$ cat config.mk
export PLATFORM = sky130hd
export DESIGN_NAME = scan_decoder
export DESIGN_NICKNAME = d
export VERILOG_FILES = /design/src/rtl/decoder_pkg.sv /design/src/rtl/dwell_timer.sv /design/src/rtl/scan_decoder.sv
export SDC_FILE = /design/constraint.sdc
export NUM_CORES = 1
export LEC_CHECK = 0
export ABC_AREA = 1
export CORE_MARGIN = 2
export CORE_UTILIZATION = 35
export CTS_BUF_LIST = sky130_fd_sc_hd__clkbuf_8
export CTS_CLUSTER_DIAMETER = 100
export DETAILED_ROUTE_END_ITERATION = 12
export PLACE_DENSITY = 0.7
export REMOVE_ABC_BUFFERS = 1
export SLEW_MARGIN = 15
export SYNTH_ARGS = -nofsm -noshare
export SYNTH_HDL_FRONTEND = slang
export SYNTH_SLANG_ARGS = --single-unit
export TNS_END_PERCENT = 100
$ cat constraint.sdc
create_clock -name CLK -period 1.4 [get_ports CLK]
set_input_delay 0.14 -clock CLK [delete_from_list [all_inputs] [get_ports CLK]]
set_output_delay 0.14 -clock CLK [all_outputs]
set_load 0.05 [all_outputs]
$ cat src/rtl/decoder_pkg.sv
// ---------------------------------------------------------------------------
// decoder_pkg
// Shared definitions for the scan decoder family.
//   state_t    : decoder FSM states (IDLE, DRIVE, GAP)
//   MODE_*     : values of the MODE input
//   onehot_l() : active-low one-hot vector for a line index, valid for up to
//                MAX_LINES outputs; callers size-cast the result to their N.
// ---------------------------------------------------------------------------
package decoder_pkg;

    typedef enum logic [1:0] {
        IDLE  = 2'd0,
        DRIVE = 2'd1,
        GAP   = 2'd2
    } state_t;

    localparam logic MODE_DIRECT = 1'b0;
    localparam logic MODE_SCAN   = 1'b1;

    localparam int MAX_LINES = 64;

    // Index outside 0..width-1 yields an all-high vector, so an out-of-range
    // request can never pull a line low.
    function automatic logic [MAX_LINES-1:0] onehot_l(input int idx, input int width);
        logic [MAX_LINES-1:0] vec;
        vec = '1;
        if (idx >= 0 && idx < width && idx < MAX_LINES) begin
            vec = ~(MAX_LINES'(1) << idx);
        end
        return vec;
    endfunction

endpackage

$ cat src/rtl/dwell_timer.sv
// ---------------------------------------------------------------------------
// dwell_timer
// Terminal-count counter running 0..TERM-1 while enabled. done is high on
// the cycle the count sits at TERM-1 with enable high; the counter then
// rolls back to 0 on that edge. clear has priority over enable.
// Ports:
//   clk    : rising-edge clock
//   rst    : asynchronous active-high reset (count to 0)
//   clear  : synchronous clear to 0
//   enable : advance the count
//   done   : terminal count reached this cycle
// ---------------------------------------------------------------------------
module dwell_timer
    import decoder_pkg::*;
#(
    parameter int TERM = 1
) (
    input  logic clk,
    input  logic rst,
    input  logic clear,
    input  logic enable,
    output logic done
);

    localparam int CNT_W = (TERM > 1) ? $clog2(TERM) : 1;
    localparam int LAST  = (TERM > 0) ? TERM - 1 : 0;

    logic [CNT_W-1:0] count;

    assign done = enable && (count == CNT_W'(LAST));

    // Count register: equality compare at LAST means it never overflows.
    always_ff @(posedge clk or posedge rst) begin
        if (rst) begin
            count <= '0;
        end else if (clear) begin
            count <= '0;
        end else if (enable) begin
            count <= done ? '0 : count + CNT_W'(1);
        end
    end

endmodule

$ cat src/rtl/scan_decoder.sv
// ---------------------------------------------------------------------------
// scan_decoder
// Registered SEL_W-to-2^SEL_W active-low decoder with enable G_L,
// break-before-make blanking (BLANK all-high cycles on every line change)
// and an optional auto-scan mode dwelling DIV cycles on each line.
// Build option: SCAN_DECODER_SCAN_EN enables scan mode, the dwell counter
// and WRAP; without it MODE is treated as direct and WRAP is tied 0.
// Ports:
//   CLK   : rising-edge clock
//   RESET : asynchronous active-high reset
//   G_L   : active-low enable; high forces IDLE with all lines high
//   MODE  : 0 = direct decode of SEL, 1 = auto-scan
//   SEL   : line select in direct mode
//   Y_L   : registered active-low one-hot outputs
//   IDX   : registered index of current / most recent driven line
//   WRAP  : one-cycle pulse when a scan advance wraps N-1 to 0
// ---------------------------------------------------------------------------
module scan_decoder
    import decoder_pkg::*;
#(
    parameter int SEL_W = 2,
    parameter int DIV   = 4,
    parameter int BLANK = 1
) (
    input  logic                  CLK,
    input  logic                  RESET,
    input  logic                  G_L,
    input  logic                  MODE,
    input  logic [SEL_W-1:0]      SEL,
    output logic [(2**SEL_W)-1:0] Y_L,
    output logic [SEL_W-1:0]      IDX,
    output logic                  WRAP
);

    localparam int N = 2**SEL_W;

    state_t           state_q, state_d;
    logic [N-1:0]     y_q, y_d;
    logic [SEL_W-1:0] idx_q, idx_d, next_line;
    logic             cur_mode_q, cur_mode_d;
    logic             gap_hold_q, gap_hold_d;
    logic             wrap_q, wrap_d;
    logic             load;
    logic             mode_in;
    logic             dwell_done;
    logic             gap_en, gap_done;

    // Gap counter only runs while blanking and enabled; any other state
    // leaves it cleared so each gap starts from 0.
    assign gap_en = (state_q == GAP) && !G_L;

    dwell_timer #(.TERM(BLANK)) u_gap (
        .clk    (CLK),
        .rst    (RESET),
        .clear  (!gap_en),
        .enable (gap_en),
        .done   (gap_done)
    );

`ifdef SCAN_DECODER_SCAN_EN
    logic dwell_en;

    assign mode_in = MODE;

    // Dwell only counts while driving in a stable scan mode; a pending mode
    // change or leaving DRIVE clears it so the next dwell restarts at 0.
    assign dwell_en = (state_q == DRIVE) && !G_L &&
                      (mode_in == MODE_SCAN) && (cur_mode_q == MODE_SCAN);

    dwell_timer #(.TERM(DIV)) u_dwell (
        .clk    (CLK),
        .rst    (RESET),
        .clear  (!dwell_en),
        .enable (dwell_en),
        .done   (dwell_done)
    );

    assign WRAP = wrap_q;
`else
    logic unused_cfg;

    assign mode_in    = MODE_DIRECT;
    assign dwell_done = 1'b0;
    assign WRAP       = 1'b0;
    assign unused_cfg = ^{MODE, wrap_q, 32'(DIV)};
`endif

    // Next-state and output decode. cur_mode_q is the mode the current
    // line was driven in; a mismatch with mode_in is a mode change.
    // gap_hold_q marks a gap caused by a mode change, after which a scan
    // resumes on the same line instead of advancing. With BLANK=0 every
    // gap-end action happens on the edge that would have entered GAP.
    always_comb begin
        state_d    = state_q;
        y_d        = y_q;
        idx_d      = idx_q;
        cur_mode_d = cur_mode_q;
        gap_hold_d = gap_hold_q;
        wrap_d     = 1'b0;
        load       = 1'b0;
        next_line  = idx_q;

        if (G_L) begin
            state_d = IDLE;
            y_d     = '1;
        end else begin
            unique case (state_q)
                IDLE: begin
                    state_d    = DRIVE;
                    cur_mode_d = mode_in;
                    gap_hold_d = 1'b0;
                    load       = 1'b1;
                    next_line  = (mode_in == MODE_SCAN) ? '0 : SEL;
                end
                DRIVE: begin
                    if (mode_in != cur_mode_q) begin
                        if (BLANK == 0) begin
                            cur_mode_d = mode_in;
                            load       = 1'b1;
                            next_line  = (mode_in == MODE_DIRECT) ? SEL : idx_q;
                        end else begin
                            state_d    = GAP;
                            y_d        = '1;
                            gap_hold_d = 1'b1;
                        end
                    end else if (cur_mode_q == MODE_DIRECT) begin
                        if (SEL != idx_q) begin
                            if (BLANK == 0) begin
                                load      = 1'b1;
                                next_line = SEL;
                            end else begin
                                state_d    = GAP;
                                y_d        = '1;
                                gap_hold_d = 1'b0;
                            end
                        end
                    end else if (dwell_done) begin
                        if (BLANK == 0) begin
                            load      = 1'b1;
                            next_line = idx_q + SEL_W'(1);
                            wrap_d    = (idx_q == SEL_W'(N - 1));
                        end else begin
                            state_d    = GAP;
                            y_d        = '1;
                            gap_hold_d = 1'b0;
                        end
                    end
                end
                GAP: begin
                    if (gap_done) begin
                        state_d    = DRIVE;
                        cur_mode_d = mode_in;
                        load       = 1'b1;
                        if (mode_in == MODE_DIRECT) begin
                            next_line = SEL;
                        end else if (cur_mode_q == MODE_SCAN && !gap_hold_q) begin
                            next_line = idx_q + SEL_W'(1);
                            wrap_d    = (idx_q == SEL_W'(N - 1));
                        end else begin
                            next_line = idx_q;
                        end
                    end
                end
                default: begin
                    state_d = IDLE;
                    y_d     = '1;
                end
            endcase

            if (load) begin
                idx_d = next_line;
                y_d   = N'(onehot_l(int'(next_line), N));
            end
        end
    end

    // State and output registers; reset blanks every line at once.
    always_ff @(posedge CLK or posedge RESET) begin
        if (RESET) begin
            state_q    <= IDLE;
            y_q        <= '1;
            idx_q      <= '0;
            cur_mode_q <= MODE_DIRECT;
            gap_hold_q <= 1'b0;
            wrap_q     <= 1'b0;
        end else begin
            state_q    <= state_d;
            y_q        <= y_d;
            idx_q      <= idx_d;
            cur_mode_q <= cur_mode_d;
            gap_hold_q <= gap_hold_d;
            wrap_q     <= wrap_d;
        end
    end

    assign Y_L = y_q;
    assign IDX = idx_q;

endmodule

==> impl_metrics.py, run 1 <==
metrics = {
    "worst_hold_path": {
        "worstHoldPathType": "input port to async pin",
    },
    "setup_path": {
        "crit_end": "state_q[1]$_DFFE_PP0P_",
        "critPathRequiredTime_ps": 1520,
        "crit_buf_inv": 2,
        "crit_slowest_cell": "dfrtp_1",
        "r2r-start": "state_q[1]$_DFFE_PP0P_",
        "critPathMaxStageDelay_ps": 410,
        "crit_fanout": 5,
        "reg2reg_slack_ps": 250,
        "crit_type": "register to register",
        "path_depth": 6,
        "timing.rr.end": "state_q[1]$_DFFE_PP0P_",
        "critPathLaunch": "state_q[1]$_DFFE_PP0P_",
        "path_delay_family": "flip-flops",
        "start_kind": "register",
        "rr_worst_depth": 6,
        "critPathCaptureType": "register",
        "path_cells": "nand2_2, nand3_2, nand2_2, inv_1, o21ai_0, inv_1",
        "crit_arrival_ps": 1260,
    },
    "timing": {
        "period_needed_ps": 1150,
        "timing.final.ws_setup_ps": 253,
        "period_share_pct": 81.9,
        "fin_tns_setup_ps": 0,
        "setup_violations": 0,
        "hold_violations": 0,
        "rsz0062_at_grt": "false",
        "fmax_mhz": 872,
        "clock_skew_ps": 5.12,
        "drv_slew": 0,
    },
    "global_route": {
        "grt_pass1_vias": 450,
        "grt_max_degree": 10,
        "antenna_found_initial": 0,
        "grt-ovfl-total": 0,
        "grt_pass1_wl_microns": 1770,
        "grt_usage_pct": 13.4,
    },
    "clock_network": {
        "tritoncts": "done",
        "insertion_delay_ps": 230,
        "cts_hold_buf": 0,
        "clock_tree.root_cell": "clkbuf_8",
        "ctsLongestPathBuffers": 2,
        "clk_pin_slew_worst_paths_ps": 50,
        "cts_buffers": 3,
        "cts_setup_buffers": 0,
        "numClockSinks": 9,
        "htree_levels": 1,
        "cts_resized": 0,
    },
    "floorplanning": {
        "die_height_microns": 41.5,
        "die_x_microns": 41.5,
        "fp.coreArea_sq_um": 1300,
        "ios": 13,
        "rows": 13,
        "initial_core_util_pct": 37.8,
        "dieArea_sq_um": 1720,
    },
    "route": {
        "first_pass_iters": 4,
        "vias_per_cell": 4.57,
        "drc_errors": 0,
        "drt_iter0_drc": 15,
        "ant_nets": 0,
        "wl_per_cell_microns": 9.79,
        "num_vias": 439,
        "postRouteWirelength_microns": 940,
    },
    "final_layout": {
        "nets": 88,
        "multi_input_area_sq_um": 205,
        "area_growth_pct": 44.8,
        "drive_above_1_share_pct": 28.4,
        "seq_area_sq_um": 230,
        "diodes": 0,
        "fillers": 130,
        "stdcell_count": 96,
    },
    "pwr": {
        "vdd_ir_drop_max_mv": 1.22,
        "powerDensity_nw_per_um2": 1720,
        "p_leak_nw": 0.393,
        "power_mw": 1.22,
    },
    "synthesis": {
        "synth_top_cell_by_area": "dfrtp_1",
        "synth_top_area_share_pct": 25.4,
        "synth-edff-count": 0,
        "synth_commonest_cells": "18 x nand2_1, 12 x inv_1, 8 x nor2_1",
        "yosysWarnings": 0,
        "synthTopCellsByArea": "dfrtp_1 25%, dfstp_2 21%, nand2_1 14%",
        "synth_area_sq_um": 492,
        "synth-seq-area-share_pct": 46.8,
        "syn_inst": 67,
        "synth_seq_cells": 9,
        "synth_area_per_cell_sq_um": 7.34,
        "async_reset_ff_share_pct": 100,
        "ys_types": 15,
        "synth.most_common_cell": "nand2_1",
        "synthFlopType": "dfrtp_1",
    },
    "placed_design": {
        "place_ws_ps": 48.0,
        "numPlacedInstances": 92,
        "place_congestion": 0.865,
        "portBuffers": 10,
        "dp_hpwl_microns": 738,
    },
    "status": {
        "status": "finished clean",
    },
    "run": {
        "drv_cap": 0,
    },
}
[state kept, by name, summed over array words and instances, names as in the netlist]
| register | flops |
|---|---|
| u_gap.count | 1 |
| Y_L | 4 |
| state_q | 2 |
| IDX | 2 |
[layer usage]
layer  vias to the layer above  routed length [microns]  global-route usage [%]
met2                        15                      450                    20.0
met1                       196                      419                    17.1
met5                         -                        0                       0
li1                        223                        -                       -
met4                         0                       19                    8.39
met3                         5                       51                    3.48
[logic make-up (layout without fill, tap and decap cells)]
group                  after synthesis  after routing  synth area share [%]
AOI/OAI and AO/OA                    7              7                  7.89
buffers and inverters               15             28                  12.2
DFF                                  9              9                  46.8
other                                1              2                 0.763
and+or+nand+nor                     35             35                  32.3
[where the power goes]
| part | total, mW | internal, mW | switching [mW] |
|---|---|---|---|
| Clock | 0.291 | 0.191 | 0.100 |
| Combinational | 0.537 | 0.227 | 0.310 |
| Sequential | 0.395 | 0.331 | 0.0646 |
| Total | 1.22 | 0.748 | 0.475 |
[final cells by class]
class	count	share of cell area, %
Clock buffer	3	5.80
Inverter	14	7.38
Tap cell	15	2.64
Clock inverter	1	0.527
Multi-Input combinational cell	44	28.8
Timing Repair Buffer	10	22.5
Sequential cell	9	32.3
[worst min-delay path by stage]
stage	from	end	slack, ps	depth (start not counted)
6_report	RESET	IDX[0]$_DFFE_PP0P_	170	2
5_1_grt	RESET	IDX[0]$_DFFE_PP0P_	210	2
4_1_cts	RESET	state_q[1]$_DFFE_PP0P_	180	2
3_5_place_dp	RESET	u_gap.count$_DFF_PP0_	420	2
3_3_place_gp	RESET	IDX[1]$_DFFE_PP0P_	420	2
2_1_floorplan	RESET	IDX[0]$_DFFE_PP0P_	-30	1
[placed cells by master (no fill, tap or decap)]
cell              n
inv_2             2
a21oi_1           3
nor2_1            8
buf_12            6
nand3_1           2
o21ai_0           3
clkdlybuf4s50_1   4
dfstp_2           4
conb_1            2
nand2_2           4
clkbuf_8          3
nand3_2           2
dfrtp_1           5
inv_1            13
o21ai_2           1
nor2_2            1
nand2_1          18
[stage by stage]
stage,hold WS [ps],area [sq um],util (%)
global route,207,712,54.7
detailed placement,422,667,51.2
CTS,176,712,54.7
global placement,419,667,51.2
floorplan,-34.9,488,-
finish,166,712,54.7
(Power assumes the default switching activity.)
==> run 2: changes to the inputs <==
==> constraint.sdc (replaced) <==
create_clock -name CLK -period 1.1 [get_ports CLK]
set_input_delay 0.11 -clock CLK [delete_from_list [all_inputs] [get_ports CLK]]
set_output_delay 0.11 -clock CLK [all_outputs]
set_load 0.05 [all_outputs]
==> impl_metrics.py, run 2 (same netlist as run 1, synthesis figures left out) <==
metrics = {
    "status": {
        "status": "finished, violations left",
        "violations": "setup timing",
    },
    "pwr": {
        "intPower_mw": 1.02,
        "switching_power_mw": 0.638,
        "power_frac_comb_pct": 48.1,
        "swShare_pct": 38.5,
        "power_mw": 1.66,
        "vdd_ir_drop_max_mv": 1.07,
        "clkPwrFrac_pct": 22.2,
        "powerDensity_nw_per_um2": 2110,
        "p_leak_nw": 0.436,
        "seqPwrFrac_pct": 29.7,
    },
    "setup_path": {
        "path_depth": 6,
        "crit_slowest_cell": "dfrtp_1",
        "crit_buf_inv": 2,
        "path_cells": "nand2_2, nand3_4, nand2_4, inv_1, o21ai_0, inv_1",
        "crit_fanout": 5,
        "start_kind": "register",
        "critPathMaxStageDelay_ps": 410,
        "critPathCaptureType": "register",
        "path_delay_family": "flip-flops",
        "rr_worst_depth": 6,
        "crit_arrival_ps": 1230,
        "critPathRequiredTime_ps": 1220,
        "crit_type": "register to register",
        "crit_top_cell": "inv_1",
    },
    "final_layout": {
        "diodes": 0,
        "fillers": 122,
        "stdcell_count": 103,
        "nets": 95,
        "area_growth_pct": 60.1,
        "final_core_util_pct": 60.5,
        "final_cell_mix": "18 x nand2_1, 13 x inv_1, 8 x nor2_1",
        "drive_above_1_share_pct": 35.2,
        "final_common_cell": "nand2_1",
        "multi_input_area_sq_um": 228,
        "largest_register_ffs": 4,
        "seq_area_sq_um": 230,
    },
    "floorplanning": {
        "die_x_microns": 41.5,
        "ios": 13,
        "die_height_microns": 41.5,
        "dieArea_sq_um": 1720,
        "rows": 13,
        "fp.coreArea_sq_um": 1300,
        "initial_core_util_pct": 37.8,
    },
    "clock_network": {
        "numClockSinks": 9,
        "tritoncts": "done",
        "cts_setup_buffers": 0,
        "clock_tree.root_cell": "clkbuf_8",
        "cts_buffers": 3,
        "htree_levels": 1,
        "ctsLongestPathBuffers": 2,
        "clk_pin_slew_worst_paths_ps": 40,
        "insertion_delay_ps": 230,
        "cts_hold_buf": 0,
    },
    "route": {
        "drc_errors": 0,
        "vias_per_cell": 4.64,
        "wl_per_cell_microns": 9.94,
        "first_pass_iters": 4,
        "postRouteWirelength_microns": 1020,
        "drt_iter0_drc": 6,
        "num_vias": 478,
        "ant_nets": 0,
    },
    "timing": {
        "timing.final.ws_setup_ps": -8.68,
        "period_share_pct": 101,
        "fmax_mhz": 902,
        "holdWs_ps": 136,
        "hold_violations": 0,
        "rsz0062_at_grt": "true",
        "drv_slew": 0,
        "clock_skew_ps": 1.69,
        "setup_violations": 3,
        "period_needed_ps": 1110,
    },
    "placed_design": {
        "dp_hpwl_microns": 794,
        "place_congestion": 0.853,
        "portBuffers": 10,
        "numPlacedInstances": 99,
    },
    "worst_hold_path": {
        "worstHoldPathType": "input port to async pin",
    },
    "global_route": {
        "grt-ovfl-total": 0,
        "antenna_found_initial": 0,
        "grt_max_degree": 10,
        "grt_pass1_wl_microns": 1900,
        "grt_pass1_vias": 456,
        "grt_usage_pct": 14.8,
    },
    "run": {
        "drv_cap": 0,
    },
}
## run 2: power groups by stage
| stage | clock network [mW] | logic (mW) | registers, mW |
|---|---|---|---|
| floorplan | 0 | 0.235 | 0.652 |
| global placement | 0 | 0.750 | 0.496 |
| detailed placement | 0 | 0.760 | 0.496 |
| CTS | 0.380 | 0.792 | 0.493 |
| global route | 0.402 | 0.853 | 0.506 |
| finish | 0.368 | 0.798 | 0.492 |
## run 2: worst reg2reg max path, stage by stage, from the launching register on
cell	delay [ps]
dfrtp_1	410
nand2_2	130
nand3_4	110
nand2_4	100
inv_1	40
o21ai_0	150
inv_1	50
## run 2: final timing paths
| kind | start | end | slack (ps) |
|---|---|---|---|
| setup / recovery | state_q[1]$_DFFE_PP0P_ | state_q[1]$_DFFE_PP0P_ | -9 |
| hold / removal | RESET | u_gap.count$_DFF_PP0_ | 140 |
| setup reg to reg | state_q[1]$_DFFE_PP0P_ | state_q[1]$_DFFE_PP0P_ | -9 |
| min in group CLK | Y_L[3]$_DFFE_PP1P_ | Y_L[3]$_DFFE_PP1P_ | 540 |
| max in group asynchronous | RESET | Y_L[3]$_DFFE_PP1P_ | 670 |
| hold reg to reg | Y_L[3]$_DFFE_PP1P_ | Y_L[3]$_DFFE_PP1P_ | 540 |
## run 2: layout make-up
class | count | area share (%)
Clock buffer | 3 | 5.25
Clock inverter | 1 | 0.477
Inverter | 14 | 6.68
Multi-Input combinational cell | 44 | 28.9
Sequential cell | 9 | 29.3
Tap cell | 15 | 2.38
Timing Repair Buffer | 17 | 27.0
## run 2: timing repair
action | CTS | global route
setup endpoints to repair | 3 | 6
resized for setup | 3 | 1
pin swaps | 1 | 4
gates cloned | 0 | 0
## run 2: routing by layer
metal	wire, microns	share of wire, %	vias to the layer above	global-route usage, %
met5	0	0	-	0
met4	38	3.7	0	12.3
met3	61	6.0	6	4.78
met2	488	48	16	21.9
met1	435	42	218	17.1
li1	-	-	238	-
## run 2: per-stage QoR
step                setup TNS (ps)  area [sq um]  worst slack (ps)
finish                       -9.73           787             -8.68
detailed placement           -1410           719              -217
global route                  -541           787              -110
global placement             -1160           719              -183
floorplan                     -446           488             -98.7
CTS                          -10.8           782             -5.81
